<file path="src/rtl/uart_pkg.sv">
// Shared definitions for the UART host bridge: handshake FSM encodings and
// the fixed width of the configuration bus toward the UART core.
package uart_pkg;

  localparam int CONF_BUS_W = 32;

  typedef enum logic [1:0] {
    INIT_IDLE   = 2'd0,
    INIT_REQ_HI = 2'd1,
    INIT_REQ_LO = 2'd2
  } init_state_t;

  typedef enum logic {
    RESP_WAIT_REQ = 1'b0,
    RESP_ACK_HI   = 1'b1
  } resp_state_t;

endpackage

</file>
<file path="src/rtl/uart_hs_init.sv">
// 4-phase handshake initiator: accepts one word from a valid/ready host stream
// and delivers it across a clock-domain boundary with req/ack.
module uart_hs_init
  import uart_pkg::*;
#(
  parameter int DATA_W     = 8,
  parameter int SYNC_STAGE = 2
) (
  input  logic              clock,
  input  logic              reset,
  input  logic              valid,
  output logic              ready,
  input  logic [DATA_W-1:0] data,
  output logic              req,
  input  logic              ack,
  output logic [DATA_W-1:0] out_data
);

  logic [SYNC_STAGE-1:0] ack_sync;
  logic                  ack_s;
  logic                  load;
  init_state_t           state;
  init_state_t           state_next;

  always_ff @(posedge clock or posedge reset) begin
    if (reset) begin
      ack_sync <= '0;
    end else begin
      ack_sync[0] <= ack;
      for (int i = 1; i < SYNC_STAGE; i++) begin
        ack_sync[i] <= ack_sync[i-1];
      end
    end
  end

  assign ack_s = ack_sync[SYNC_STAGE-1];

  // req and data are registered so the peer never sees decode glitches
  always_ff @(posedge clock or posedge reset) begin
    if (reset) begin
      state    <= INIT_IDLE;
      req      <= 1'b0;
      out_data <= '0;
    end else begin
      state <= state_next;
      req   <= (state_next == INIT_REQ_HI);
      if (load) begin
        out_data <= data;
      end
    end
  end

  always_comb begin
    state_next = state;
    case (state)
      INIT_IDLE:   if (valid) state_next = INIT_REQ_HI;
      INIT_REQ_HI: if (ack_s) state_next = INIT_REQ_LO;
      INIT_REQ_LO: if (!ack_s) state_next = INIT_IDLE;
      default:     state_next = INIT_IDLE;
    endcase
  end

  always_comb begin
    ready = (state == INIT_IDLE);
    load  = ready && valid;
  end

endmodule

</file>
<file path="src/rtl/uart_host_bridge.sv">
// Host-side bridge to an asynchronous UART core: tx and config initiators plus
// an rx responder with a one-entry output buffer and backpressure.
module uart_host_bridge
  import uart_pkg::*;
#(
  parameter int UART_DATA_WIDTH = 8,
  parameter int CONFIG_WIDTH    = 8,
  parameter int SYNC_STAGE      = 2
) (
  input  logic                       clock,
  input  logic                       reset,
  input  logic                       tx_valid,
  output logic                       tx_ready,
  input  logic [UART_DATA_WIDTH-1:0] tx_data,
  output logic                       rx_valid,
  input  logic                       rx_ready,
  output logic [UART_DATA_WIDTH-1:0] rx_data,
  output logic                       rx_perr,
  input  logic                       cfg_valid,
  output logic                       cfg_ready,
  input  logic [CONFIG_WIDTH-1:0]    cfg_data,
  output logic                       async_tx_d_req,
  input  logic                       async_tx_d_ack,
  output logic [UART_DATA_WIDTH-1:0] async_tx_d,
  input  logic                       async_rx_d_req,
  output logic                       async_rx_d_ack,
  input  logic [UART_DATA_WIDTH:0]   async_rx_d,
  output logic                       async_conf_req,
  input  logic                       async_conf_ack,
  output logic [CONF_BUS_W-1:0]      async_conf
);

  uart_hs_init #(
    .DATA_W     (UART_DATA_WIDTH),
    .SYNC_STAGE (SYNC_STAGE)
  ) u_tx_init (
    .clock    (clock),
    .reset    (reset),
    .valid    (tx_valid),
    .ready    (tx_ready),
    .data     (tx_data),
    .req      (async_tx_d_req),
    .ack      (async_tx_d_ack),
    .out_data (async_tx_d)
  );

  uart_hs_init #(
    .DATA_W     (CONF_BUS_W),
    .SYNC_STAGE (SYNC_STAGE)
  ) u_conf_init (
    .clock    (clock),
    .reset    (reset),
    .valid    (cfg_valid),
    .ready    (cfg_ready),
    .data     (CONF_BUS_W'(cfg_data)),
    .req      (async_conf_req),
    .ack      (async_conf_ack),
    .out_data (async_conf)
  );

  logic [SYNC_STAGE-1:0] req_sync;
  logic                  req_s;
  logic                  capture;
  resp_state_t           rx_state;
  resp_state_t           rx_state_next;

  always_ff @(posedge clock or posedge reset) begin
    if (reset) begin
      req_sync <= '0;
    end else begin
      req_sync[0] <= async_rx_d_req;
      for (int i = 1; i < SYNC_STAGE; i++) begin
        req_sync[i] <= req_sync[i-1];
      end
    end
  end

  assign req_s = req_sync[SYNC_STAGE-1];

  // async_rx_d is bundled data: stable by the time req has crossed the synchronizer
  always_ff @(posedge clock or posedge reset) begin
    if (reset) begin
      rx_state       <= RESP_WAIT_REQ;
      async_rx_d_ack <= 1'b0;
      rx_valid       <= 1'b0;
      rx_data        <= '0;
      rx_perr        <= 1'b0;
    end else begin
      rx_state       <= rx_state_next;
      async_rx_d_ack <= (rx_state_next == RESP_ACK_HI);
      if (capture) begin
        rx_data  <= async_rx_d[UART_DATA_WIDTH-1:0];
        rx_perr  <= async_rx_d[UART_DATA_WIDTH];
        rx_valid <= 1'b1;
      end else if (rx_valid && rx_ready) begin
        rx_valid <= 1'b0;
      end
    end
  end

  always_comb begin
    rx_state_next = rx_state;
    case (rx_state)
      RESP_WAIT_REQ: if (req_s && (!rx_valid || rx_ready)) rx_state_next = RESP_ACK_HI;
      RESP_ACK_HI:   if (!req_s) rx_state_next = RESP_WAIT_REQ;
      default:       rx_state_next = RESP_WAIT_REQ;
    endcase
  end

  always_comb begin
    capture = (rx_state == RESP_WAIT_REQ) && (rx_state_next == RESP_ACK_HI);
  end

endmodule

</file>
<file path="config.mk">
export PLATFORM = sky130hd
export DESIGN_NAME = uart_host_bridge
export DESIGN_NICKNAME = d
export VERILOG_FILES = /design/src/rtl/uart_pkg.sv /design/src/rtl/uart_hs_init.sv /design/src/rtl/uart_host_bridge.sv
export SDC_FILE = /design/constraint.sdc
export NUM_CORES = 1
export LEC_CHECK = 0
export CORE_AREA = 10 10 78 73
export CTS_CLUSTER_SIZE = 30
export DETAILED_ROUTE_END_ITERATION = 12
export DIE_AREA = 0 0 88 83
export PLACE_DENSITY_LB_ADDON = 0.05
export SLEW_MARGIN = 20
export SYNTH_ARGS = -nofsm -noshare
export SYNTH_HDL_FRONTEND = slang
export SYNTH_SLANG_ARGS = --single-unit
</file>
<file path="constraint.sdc">
create_clock -name clock -period 3 [get_ports clock]
set_input_delay 0.6 -clock clock [delete_from_list [all_inputs] [get_ports clock]]
set_output_delay 0.6 -clock clock [all_outputs]
set_load 0.05 [all_outputs]
</file>
==> metrics <==
status=complete, no violations; Crit Reg-Reg Startpoint=rx_valid; buffer count from post-CTS setup fixing=0; core area=4046 sq um; Lkg Pwr=0.001069 uW; Fin Setup TNS=0 ps; Die H=83 um; Final setup viols=0; VDD IR max=0.6062 mV; die area=7304 sq um; min-delay src=req_sync[0]; WP buf/inv=1; CTS hold repair buffers=0; Tmin final=2289 ps; Cell Pwr Density=1126 nW/um^2; total CTS buffers=5; vias in the first global route=1065; drc violations=0; clk buf depth=2; Slew @ Worst Pin=525.1 ps; Tcrit/Tclk final=76.29%; master of the slowest instance on the critical path=clkdlybuf4s50_1; Max stage delay on crit path=820 ps; Post-CTS Resized=0; I/O pin cnt=88; CP top delay family=buffers and inverters; Synth cell types=15; Worst R2R End=rx_data[4]; Port Buffers=63; sequential-to-total area share from yosys stat=58.43%; Initial Util=41.28%; routed length per instance=15.54 um; # rows=22; DP HPWL=2856 um; number of antenna violations at the first check in global routing=0; cell depth of the worst flop-to-flop path=4; DR pass1 iterations=4; commonest non-fill, non-tap cells in the layout=clkdlybuf4s50_1 (63), dfrtp_1 (39), conb_1 (24); Hold Path Stages=0; fillcell total=337; Nets=216; register bit count reported by yosys=39; cell chain of the critical path=nor2_2 -> clkdlybuf4s50_1; crit path DAT=1690 ps; Clock H-tree levels=2; Max Slew Vio Count=0; TritonCTS clock tree=built; final instance area=2340 sq um; Worst R2R Setup Slack=1660 ps; Slew headroom=64.88%; Detailed Route WL=3590 um; met2 wire length=1612 um; DR top layer=met4; crit path max fanout=3; CTS clk-pin slew, worst paths=70 ps; yosys synthesis warning count=0; Clk Latency, worst-skew pair=290 ps; largest net degree at the start of global routing=40; GRT overflow=0; clock sinks=39; commonest non-fill, non-tap cell in the layout=clkdlybuf4s50_1; met3 wire length=526 um; Tot GR Track Use=9.797%; GPL Wtd Cong=0.6823; # diodes=0; Worst setup EP type=output port; MaxCap Viol Count=0; CP startpoint kind=register; initial DRC count=22; wl on met1=1375 um; clk root buf=clkbuf_8; final hold vios=0; Syn Area/Cell=14.52 sq um; FMAX=436.9 MHz; DR vias=990; unrepaired setup endpoints after global routing=false; first-pass GRT wire length=5595 um; hold crit path type=reg -> reg; Post-DP Area=2252 sq um; Layout Skew=3.105 ps; Avg Vias per Cell=4.286; CP Class=reg -> out; layout cell share with drive strength beyond 1=21.31%; Final Util=57.82%; Cells after Synth=115; WHS Endpoint=req_sync[1]; post-synth design cell area=1670 sq um; post-detailed-route count of antenna-violating nets=0; Area growth, synth to finish=40.07%; Die W=88 um; Req. time, crit path=2400 ps
==> registers in the layout, summed over array words and instances (netlist names) <==
name,count
req_sync,2
rx_data,8
rx_perr,1
rx_state,1
rx_valid,1
u_conf_init.ack_sync,2
u_conf_init.out_data,8
u_conf_init.req,1
u_conf_init.state,2
u_tx_init.ack_sync,2
u_tx_init.out_data,8
u_tx_init.req,1
u_tx_init.state,2
==> worst register-to-register path: stages (launching register included) <==
cell and delay [ps]:
dfrtp_1 410, nand2b_4 80, nor3b_1 180, buf_4 210
mux2_2 350
==> where the power goes <==
group          total, uW  internal (uW)  leakage, uW  switching (uW)
clock network        354            180    0.0000470             174
registers            825            707     0.000460             118
logic               1460            572     0.000561             884
total               2640           1460      0.00107            1180
==> final cells by class <==
| type | instances | area, sq um | area share [%] |
|---|---|---|---|
| inverters | 4 | 15.01 | 0.6417 |
| clock inverters | 1 | 5.005 | 0.2139 |
| well taps | 48 | 60.06 | 2.567 |
| clock buffers | 6 | 82.58 | 3.529 |
| flip-flops and latches | 39 | 975.9 | 41.71 |
| repair buffers | 65 | 645.6 | 27.59 |
| multi-input cells | 68 | 555.5 | 23.74 |
==> through the flow <==
| step | hold slack, ps | cells | total power (uW) | setup WS (ps) |
|---|---|---|---|---|
| finish | 352.1 | 231 | 2635 | 711.4 |
| global route | 359.6 | 231 | 2758 | 643.9 |
| CTS | 353.6 | 231 | 2668 | 688.4 |
| detailed placement | 337.2 | 224 | 2303 | 933.3 |
| global placement | 335.3 | 224 | 2287 | 980.4 |
| floorplan | 331.2 | 138 | 1883 | 1339 |
==> synthesized netlist by cell type, drive strengths merged <==
master  instances  share of area, %
dfrtp          39                58
buf            27                13
mux2           25                20
nor2           10               2.5
inv             4              0.90
and2            2               1.0
mux2i           2               1.2
xnor2           2               1.0
conb            1              0.22
nand2b          1              0.82
nor3b           1              0.45
o21ai           1              0.30
==> layer usage <==
metal / GRT usage [%] / vias up
met1: 10.80 / 473
met5: 0 / -
met2: 14.34 / 53
met4: 3.458 / 0
li1: - / 456
met3: 6.934 / 8
==> worst max-delay path by stage <==
stage	from	end	slack (ps)	depth (start not counted)
after global placement	rx_ready	rx_perr	980	5
after CTS	u_tx_init.state[0]	tx_ready	690	2
after floorplan	u_conf_init.state[1]	u_conf_init.out_data[0]	1340	4
after global routing	u_tx_init.state[1]	tx_ready	640	2
final	u_tx_init.state[0]	tx_ready	710	2
after detailed placement	rx_ready	rx_data[4]	930	5
==> cells by family after synthesis <==
logic type / Yosys count / synth area share, %
flops: 39 / 58.43
buf+inv: 31 / 13.48
mux: 27 / 21.65
simple gates: 14 / 4.869
xor+xnor: 2 / 1.049
compound gates: 1 / 0.2993
other cells: 1 / 0.2245
Power figures use the tool's default switching activity.
